### src/rtl/gshare_predictor.sv
// gshare_predictor -- global-history branch direction predictor.
//
// A table of 2^IDX_W saturating counters (CTR_W bits each) is indexed by the
// branch PC bits XORed with a global history register (GHR). After reset the
// table is swept one entry per cycle to weak-not-taken; requests and updates
// are ignored until the sweep completes and ready rises.
//
// Build option:
//   GSHARE_PREDICTOR_HASH_EN  defined   -> gshare: index = pred_pc ^ GHR
//                             undefined -> bimodal: index = pred_pc, no GHR
//
// Ports:
//   clk, rst          clock, synchronous active-high reset
//   pred_req/pred_pc  prediction request and PC index bits
//   pred_valid        registered, one cycle after an accepted request
//   pred_taken        predicted direction (counter MSB)
//   pred_index        hashed index used, to be returned with the update
//   ready             table initialised, requests accepted
//   upd_valid/upd_index/upd_taken   resolved-branch update
module gshare_predictor #(
    parameter int IDX_W  = 10,
    parameter int CTR_W  = 2,
    parameter int HIST_W = 8
) (
    input  logic             clk,
    input  logic             rst,
    input  logic             pred_req,
    input  logic [IDX_W-1:0] pred_pc,
    output logic             pred_valid,
    output logic             pred_taken,
    output logic [IDX_W-1:0] pred_index,
    output logic             ready,
    input  logic             upd_valid,
    input  logic [IDX_W-1:0] upd_index,
    input  logic             upd_taken
);

    localparam int DEPTH = 1 << IDX_W;
    localparam logic [CTR_W-1:0] CTR_WNT = CTR_W'((1 << (CTR_W - 1)) - 1);
    localparam logic [CTR_W-1:0] CTR_MAX = '1;

    typedef enum logic {
        INIT,
        RUN
    } state_t;

    state_t           state_reg, state_next;
    logic [IDX_W-1:0] ptr_reg, ptr_next;

    logic [CTR_W-1:0] table_mem [DEPTH];

    logic [HIST_W-1:0] ghr_reg;
    logic [IDX_W-1:0]  hash_index;
    logic [CTR_W-1:0]  upd_old;
    logic [CTR_W-1:0]  upd_ctr;
    logic [CTR_W-1:0]  pred_ctr;
    logic              run_upd;
    logic              accept;

    logic             wr_en;
    logic [IDX_W-1:0] wr_addr;
    logic [CTR_W-1:0] wr_data;

    assign ready   = (state_reg == RUN);
    assign run_upd = (state_reg == RUN) && upd_valid;
    assign accept  = (state_reg == RUN) && pred_req;

    // ------------------------------------------------------------------
    // Init sweep FSM
    // ------------------------------------------------------------------
    always_comb begin
        state_next = state_reg;
        ptr_next   = ptr_reg;
        case (state_reg)
            INIT: begin
                ptr_next = ptr_reg + IDX_W'(1);
                if (ptr_reg == '1) begin
                    state_next = RUN;
                end
            end
            default: begin
                state_next = RUN;
            end
        endcase
    end

    always_ff @(posedge clk) begin
        if (rst) begin
            state_reg <= INIT;
            ptr_reg   <= '0;
        end else begin
            state_reg <= state_next;
            ptr_reg   <= ptr_next;
        end
    end

    // ------------------------------------------------------------------
    // Global history
    // ------------------------------------------------------------------
`ifdef GSHARE_PREDICTOR_HASH_EN
    // Shift the outcome in at the LSB; the cast drops the old MSB.
    always_ff @(posedge clk) begin
        if (rst) begin
            ghr_reg <= '0;
        end else if (run_upd) begin
            ghr_reg <= HIST_W'({ghr_reg, upd_taken});
        end
    end
`else
    // Bimodal build: history is a constant zero and folds out of the hash.
    assign ghr_reg = '0;
`endif

    // History is zero-extended, aligned to the index LSBs.
    assign hash_index = pred_pc ^ IDX_W'(ghr_reg);

    // ------------------------------------------------------------------
    // Counter update (saturating read-modify-write)
    // ------------------------------------------------------------------
    assign upd_old = table_mem[upd_index];

    always_comb begin
        upd_ctr = upd_old;
        if (upd_taken) begin
            if (upd_old != CTR_MAX) begin
                upd_ctr = upd_old + CTR_W'(1);
            end
        end else begin
            if (upd_old != '0) begin
                upd_ctr = upd_old - CTR_W'(1);
            end
        end
    end

    // Single write port shared by the init sweep and run-time updates.
    always_comb begin
        wr_en   = 1'b0;
        wr_addr = ptr_reg;
        wr_data = CTR_WNT;
        if (!rst) begin
            if (state_reg == INIT) begin
                wr_en = 1'b1;
            end else if (upd_valid) begin
                wr_en   = 1'b1;
                wr_addr = upd_index;
                wr_data = upd_ctr;
            end
        end
    end

    always_ff @(posedge clk) begin
        if (wr_en) begin
            table_mem[wr_addr] <= wr_data;
        end
    end

    // ------------------------------------------------------------------
    // Prediction: forward the counter being written this cycle so a
    // same-cycle request to the same entry sees the post-update value.
    // ------------------------------------------------------------------
    always_comb begin
        pred_ctr = table_mem[hash_index];
        if (run_upd && (hash_index == upd_index)) begin
            pred_ctr = upd_ctr;
        end
    end

    always_ff @(posedge clk) begin
        if (rst) begin
            pred_valid <= 1'b0;
            pred_taken <= 1'b0;
            pred_index <= '0;
        end else begin
            pred_valid <= accept;
            if (accept) begin
                pred_taken <= pred_ctr[CTR_W-1];
                pred_index <= hash_index;
            end
        end
    end

endmodule

### config.mk
export PLATFORM = sky130hd
export DESIGN_NAME = gshare_predictor
export DESIGN_NICKNAME = d
export VERILOG_FILES = /design/src/rtl/gshare_predictor.sv
export SDC_FILE = /design/constraint.sdc
export NUM_CORES = 2
export LEC_CHECK = 0
export CORE_ASPECT_RATIO = 1.25
export CORE_MARGIN = 2
export CORE_UTILIZATION = 45
export DETAILED_ROUTE_END_ITERATION = 16
export SYNTH_ARGS = -nofsm -noshare
export SYNTH_HDL_FRONTEND = slang
export SYNTH_SLANG_ARGS = --single-unit
### constraint.sdc
create_clock -name clk -period 48.6 [get_ports clk]
set_input_delay 4.86 -clock clk [delete_from_list [all_inputs] [get_ports clk]]
set_output_delay 4.86 -clock clk [all_outputs]
set_load 0.05 [all_outputs]
After elaboration in Yosys (flattened, before gate mapping)
Memories as Yosys holds them, arrays and structs flattened. A register that Yosys moved wholly into a read port is not among the register bits.
Cells that the tools add are included.
{"block": "word_totals", "ram_bits": 2048, "memories": 1, "in_bits": 25, "reg_bits": 22}
{"memory": "table_mem", "depth": 1024, "width": 2, "read_ports": 2, "rd_clocked_by_memory_dff": 1, "wr": 1, "line": "50", "source": "logic [CTR_W-1:0] table_mem [DEPTH];"}
{"block": "op_classes", "reduce_logical": 2, "n_eq_ne": 2, "n_mux": 16, "n_addsub": 3}
{"cell": "10-bit two-way mux", "count": 3}
{"cell": "2-bit two-way mux", "count": 6}
{"cell": "10-bit by 1-bit adder with 10-bit output (second input constant)", "count": 1}
{"cell": "10-bit == test (second input constant)", "count": 1}
{"cell": "1-bit two-way mux", "count": 7}
{"cell": "2-bit by 1-bit adder with 2-bit output (second input constant)", "count": 1}
{"cell": "2-bit != test (second input constant)", "count": 1}
{"cell": "2-bit nonzero test", "count": 1}
{"cell": "2-bit by 1-bit subtractor with 2-bit output (second input constant)", "count": 1}
{"cell": "1-bit logical AND", "count": 1}

Logic depth before layout (Yosys ltp)
An unclocked memory read counts as a cell.
{"block": "logic_depth", "depth_word": 7, "mapped_depth": 17}

Least setup slack after synthesis
OpenSTA, ideal clock, no wires.
{"block": "synth_timing", "kind": "input to register", "from": "in upd_index[0]", "to": "mem table_mem[0][0], data pin", "t_required_ns": 43.221, "setup_slack_ns": 10.204, "arrival_ns": 33.018, "n_path_buf": 4, "cell_stages": 14, "path_cell_list": "buf_6 buf_12 buf_12 buf_12 mux4_1 mux2_2 o211ai_1 o2111ai_1 nor3_1 o211ai_1 a21oi_1 a21o_1 a21oi_1 o21bai_1"}
{"block": "synth_between", "elab_chain_cells": 7, "elab_cells_between_ends": 11}
{"element": "start, declared", "line": "34", "source": "input logic [IDX_W-1:0] upd_index,"}
{"element": "memory 1024 x 2 bit *"}
{"element": "2-bit by 1-bit subtractor with 2-bit output, or another cell as far along", "line": "130", "source": "upd_ctr = upd_old - CTR_W'(1);"}
{"element": "2-bit two-way mux (on tied branches)", "line": "129, 125"}
{"element": "2-bit two-way mux *", "line": "124", "source": "if (upd_taken) begin"}
{"element": "2-bit two-way mux *", "line": "143", "source": "end else if (upd_valid) begin"}
{"element": "2-bit two-way mux *", "line": "141", "source": "if (state_reg == INIT) begin"}
{"element": "2-bit two-way mux *", "line": "140", "source": "if (!rst) begin"}
{"element": "net wr_data[0]", "line": "62", "source": "logic [CTR_W-1:0] wr_data;"}
{"element": "end, declared", "line": "50"}
The timed path passes the listed nets; every way through them passes the cells marked *.

Worst setup path after layout
{"block": "layout_timing", "from": "in upd_index[1]", "to": "mem table_mem[373][1], data pin"}
The elaborated chain is that of the path after synthesis.

==> flow_summary_export.csv <==
group,metric,value,unit
floorplanning,io_pins,38,
clock_tree,cts_sinks,2071,
sta,setup_viol,0,
global_routing,grt-busiest-layer,"met2",
clock_tree,postCtsSetupBuffers,0,
placed_design,gp_congestion,0.9291,
setup_path,cp.arrival,15510,ps
global_routing,grt_antenna_before_repair,13,
sta,fmax,66.62,MHz
job,cap_viol_max_count,2,
detailed_routing,drt_iter0_drc,7742,
sta,hold_violations,0,
global_routing,met3_usage,0.05354,
detailed_routing,vias_per_cell,6.709,
finish,largest_reg_flops,2048,
setup_path,path_max_fanout,118,
setup_path,critPathKind,"in2reg",
setup_path,path_cells,"buf_8 > buf_4 > buf_12 > buf_4 > nand2_2 > buf_4 > o221ai_1 > o21ai_1 > a21oi_1 > a211oi_1 > a2111oi_1 > nor3_1 > a21o_1 > maj3_2 > nor2_4 > buf_4 > buf_4 > buf_4 > buf_4",
floorplanning,initial_core_util,0.4520,
detailed_routing,drt-wirelength-per-cell,37.89,um
finish,area_growth,9.131,%
yosys,synthDistinctLibCells,95,
yosys,syn-num-nets,5475,
detailed_routing,ant_nets,0,
power_and_ir_drop,peakVddDrop,0.02499,mV
floorplanning,num_rows,187,
clock_tree,cts_buffers,202,
sta,slew_headroom,-0.01070,
sta,rsz0062_at_grt,"false",
global_routing,grt_max_degree,272,
min_path,hold_path.class,"reg2reg",
yosys,ys_ff_latch,2071,
finish,drive_above_1_share,0.2315,
yosys,async_flop_share,0,
sta,period_share,0.3088,
clock_tree,cts-root-buf,"clkbuf_16",
yosys,synth-edff-count,2048,
detailed_routing,num_vias,55300,
detailed_routing,drcViolationCount,0,
yosys,synth_seq_area_share,0.6604,
finish,nFillCells,17050,
global_routing,met1_usage,0.3696,
clock_tree,cts_resized,0,
detailed_routing,drt_first_pass_iters,7,
floorplanning,core_region_area,207500,um^2
power_and_ir_drop,powerDensity,35.83,nW/um^2
sta,fin_setup_tns,0,ps
floorplanning,die-width,412.4,um
status,status,"finished with violations",
setup_path,critPathMostFrequentCell,"buf_4",
clock_tree,clk-insertion-delay-late,880,ps
sta,worst_pin_slew,1513,ps
power_and_ir_drop,power.leakage,35.44,nW
setup_path,critPathLaunchType,"input port",
clock_tree,clkSlewWorstSetupHoldPaths,60,ps
sta,final.setup_skew,49.39,ps
global_routing,overflow,0,
yosys,synth.avg_cell_area,17.22,um^2
setup_path,slowest_delay,1170,ps
detailed_routing,routed_wl,312300,um
global_routing,grt_pass1_wl,431200,um
finish,fin_area,102400,um^2
clock_tree,clk_path_buf_depth,4,
yosys,syn_inst,5449,
sta,report.final.slew_viol_count,8,
setup_path,worst_ep_required_time,49100,ps
status,violations,"capacitance limit, slew limit",
sta,period_minus_slack,15010,ps
yosys,synth_top_area_cell,"edfxtp_1",
yosys,ys.warnings.count,0,
placed_design,dp_hpwl,183000,um
placed_design,post_dp_cell_area,96100,um^2
floorplanning,die-area,212200,um^2
clock_tree,htreeDepth,4,
yosys,ys.flop_type,"edfxtp_1",
placed_design,portBuffers,37,
setup_path,worst-path-buf-inv,9,
yosys,synthDominantCellAreaShare,0.6555,
global_routing,grt_pass1_vias,54640,
setup_path,crit_family,"buffers and inverters",
setup_path,end_kind,"flip-flop",
clock_tree,hold_buffers,0,
floorplanning,fp.dieH,514.5,um
setup_path,slowest_stage,"a2111oi_1",
finish,final_nets,5371,
global_routing,gr-usage-met2,0.4735,
yosys,ys_top_cells_by_area,"edfxtp_1, mux4_2, nor2_1",
yosys,mappedNetlistArea,93810,um^2
global_routing,grtUsageTotal,0.2923,
clock_tree,cts_tree,"yes",
power_and_ir_drop,power,0.003668,W
path summary, 6_finish.rpt:
check                         startpoint                           to  slack [ps]  cells after the start
min           pred_index[2]$_SDFFE_PP0P_   pred_index[2]$_SDFFE_PP0P_         460                      2
min reg2reg   pred_index[2]$_SDFFE_PP0P_   pred_index[2]$_SDFFE_PP0P_         460                      2
max reg2reg  table_mem[104][0]$_DFFE_PP_  table_mem[373][1]$_DFFE_PP_       40120                     14
max                         upd_index[1]  table_mem[373][1]$_DFFE_PP_       33590                     19
cell type report:
class | instances | area [um^2] | share of cell area
clock buffer | 260 | 5408 | 0.05282
clock inverter | 97 | 864.6 | 0.008445
sequential | 2071 | 61960 | 0.6052
antenna | 5 | 12.51 | 0.0001222
timing repair buffer | 174 | 1563 | 0.01526
inverter | 13 | 52.55 | 0.0005133
tap | 2740 | 3428 | 0.03349
multi-input combinational | 2883 | 29090 | 0.2842
per-layer routing:
metal	routed length, um	share of wire
met5	13	0.000042
met4	22040	0.071
met3	29320	0.094
met2	150700	0.48
met1	110200	0.35
worst reg2reg max path, stage by stage (launching register included):
cell,delay [ps]
edfxtp_1,340
mux4_2,230
mux2i_1,70
mux2i_1,630
a32oi_1,180
a211o_1,370
a2111oi_1,1160
nor3_1,150
a21o_1,250
maj3_2,350
nor2_4,620
buf_4,950
buf_4,1090
buf_4,710
buf_4,950
cell usage after synthesis (all sizes together) (9+ instances only):
master,instances
a2111oi,9
a211oi,17
a21oi,82
a221oi,16
a22oi,75
a31oi,17
and2,20
and3,18
buf,225
clkbuf,256
dfxtp,23
edfxtp,2048
inv,12
mux2,24
mux2i,175
mux4,780
nand2,199
nand2b,17
nand3,31
nand4,11
nor2,1093
nor2b,21
nor3,27
o211ai,9
o21ai,44
o221ai,35
o22ai,39
xnor2,13
metrics by stage:
stage               setup slack (ps)  hold slack, ps  instances  utilization
detailed placement             33020           448.4       7881       0.4630
floorplan                      10200           480.3       5449            -
global route                   33320           486.9       8239       0.4933
finish                         33590           455.2       8243       0.4933
global placement               33110           440.5       7880       0.4630
CTS                            33930           457.5       8238       0.4933
layout by cell type, fill, tap and decap left out, drive strengths merged, types with 44 or more instances in the layout:
cell type,count
a21oi,82
clkbuf,260
edfxtp,2048
o21ai,44
mux2i,175
clkinv,71
nor2,1093
a22oi,75
buf,151
nand2,199
mux4,780
power by group:
| part | leakage, nW | total, W | switching [W] | internal, W |
|---|---|---|---|---|
| sequential | 23.0 | 0.00193 | 0.000000472 | 0.00193 |
| clock | 3.07 | 0.00155 | 0.000685 | 0.000862 |
| combinational | 9.42 | 0.000189 | 0.000127 | 0.0000619 |
cell families after synthesis:
family                   share of synthesized area
AND/OR/NAND/NOR                            0.06395
XOR/XNOR                                  0.001494
multiplexers                                0.2101
flip-flops                                  0.6604
adder cells (fa/ha/maj)                  0.0002534
buffers and inverters                      0.03317
AO/OA/AOI/OAI                              0.03055
Power figures use the tool's default switching activity.
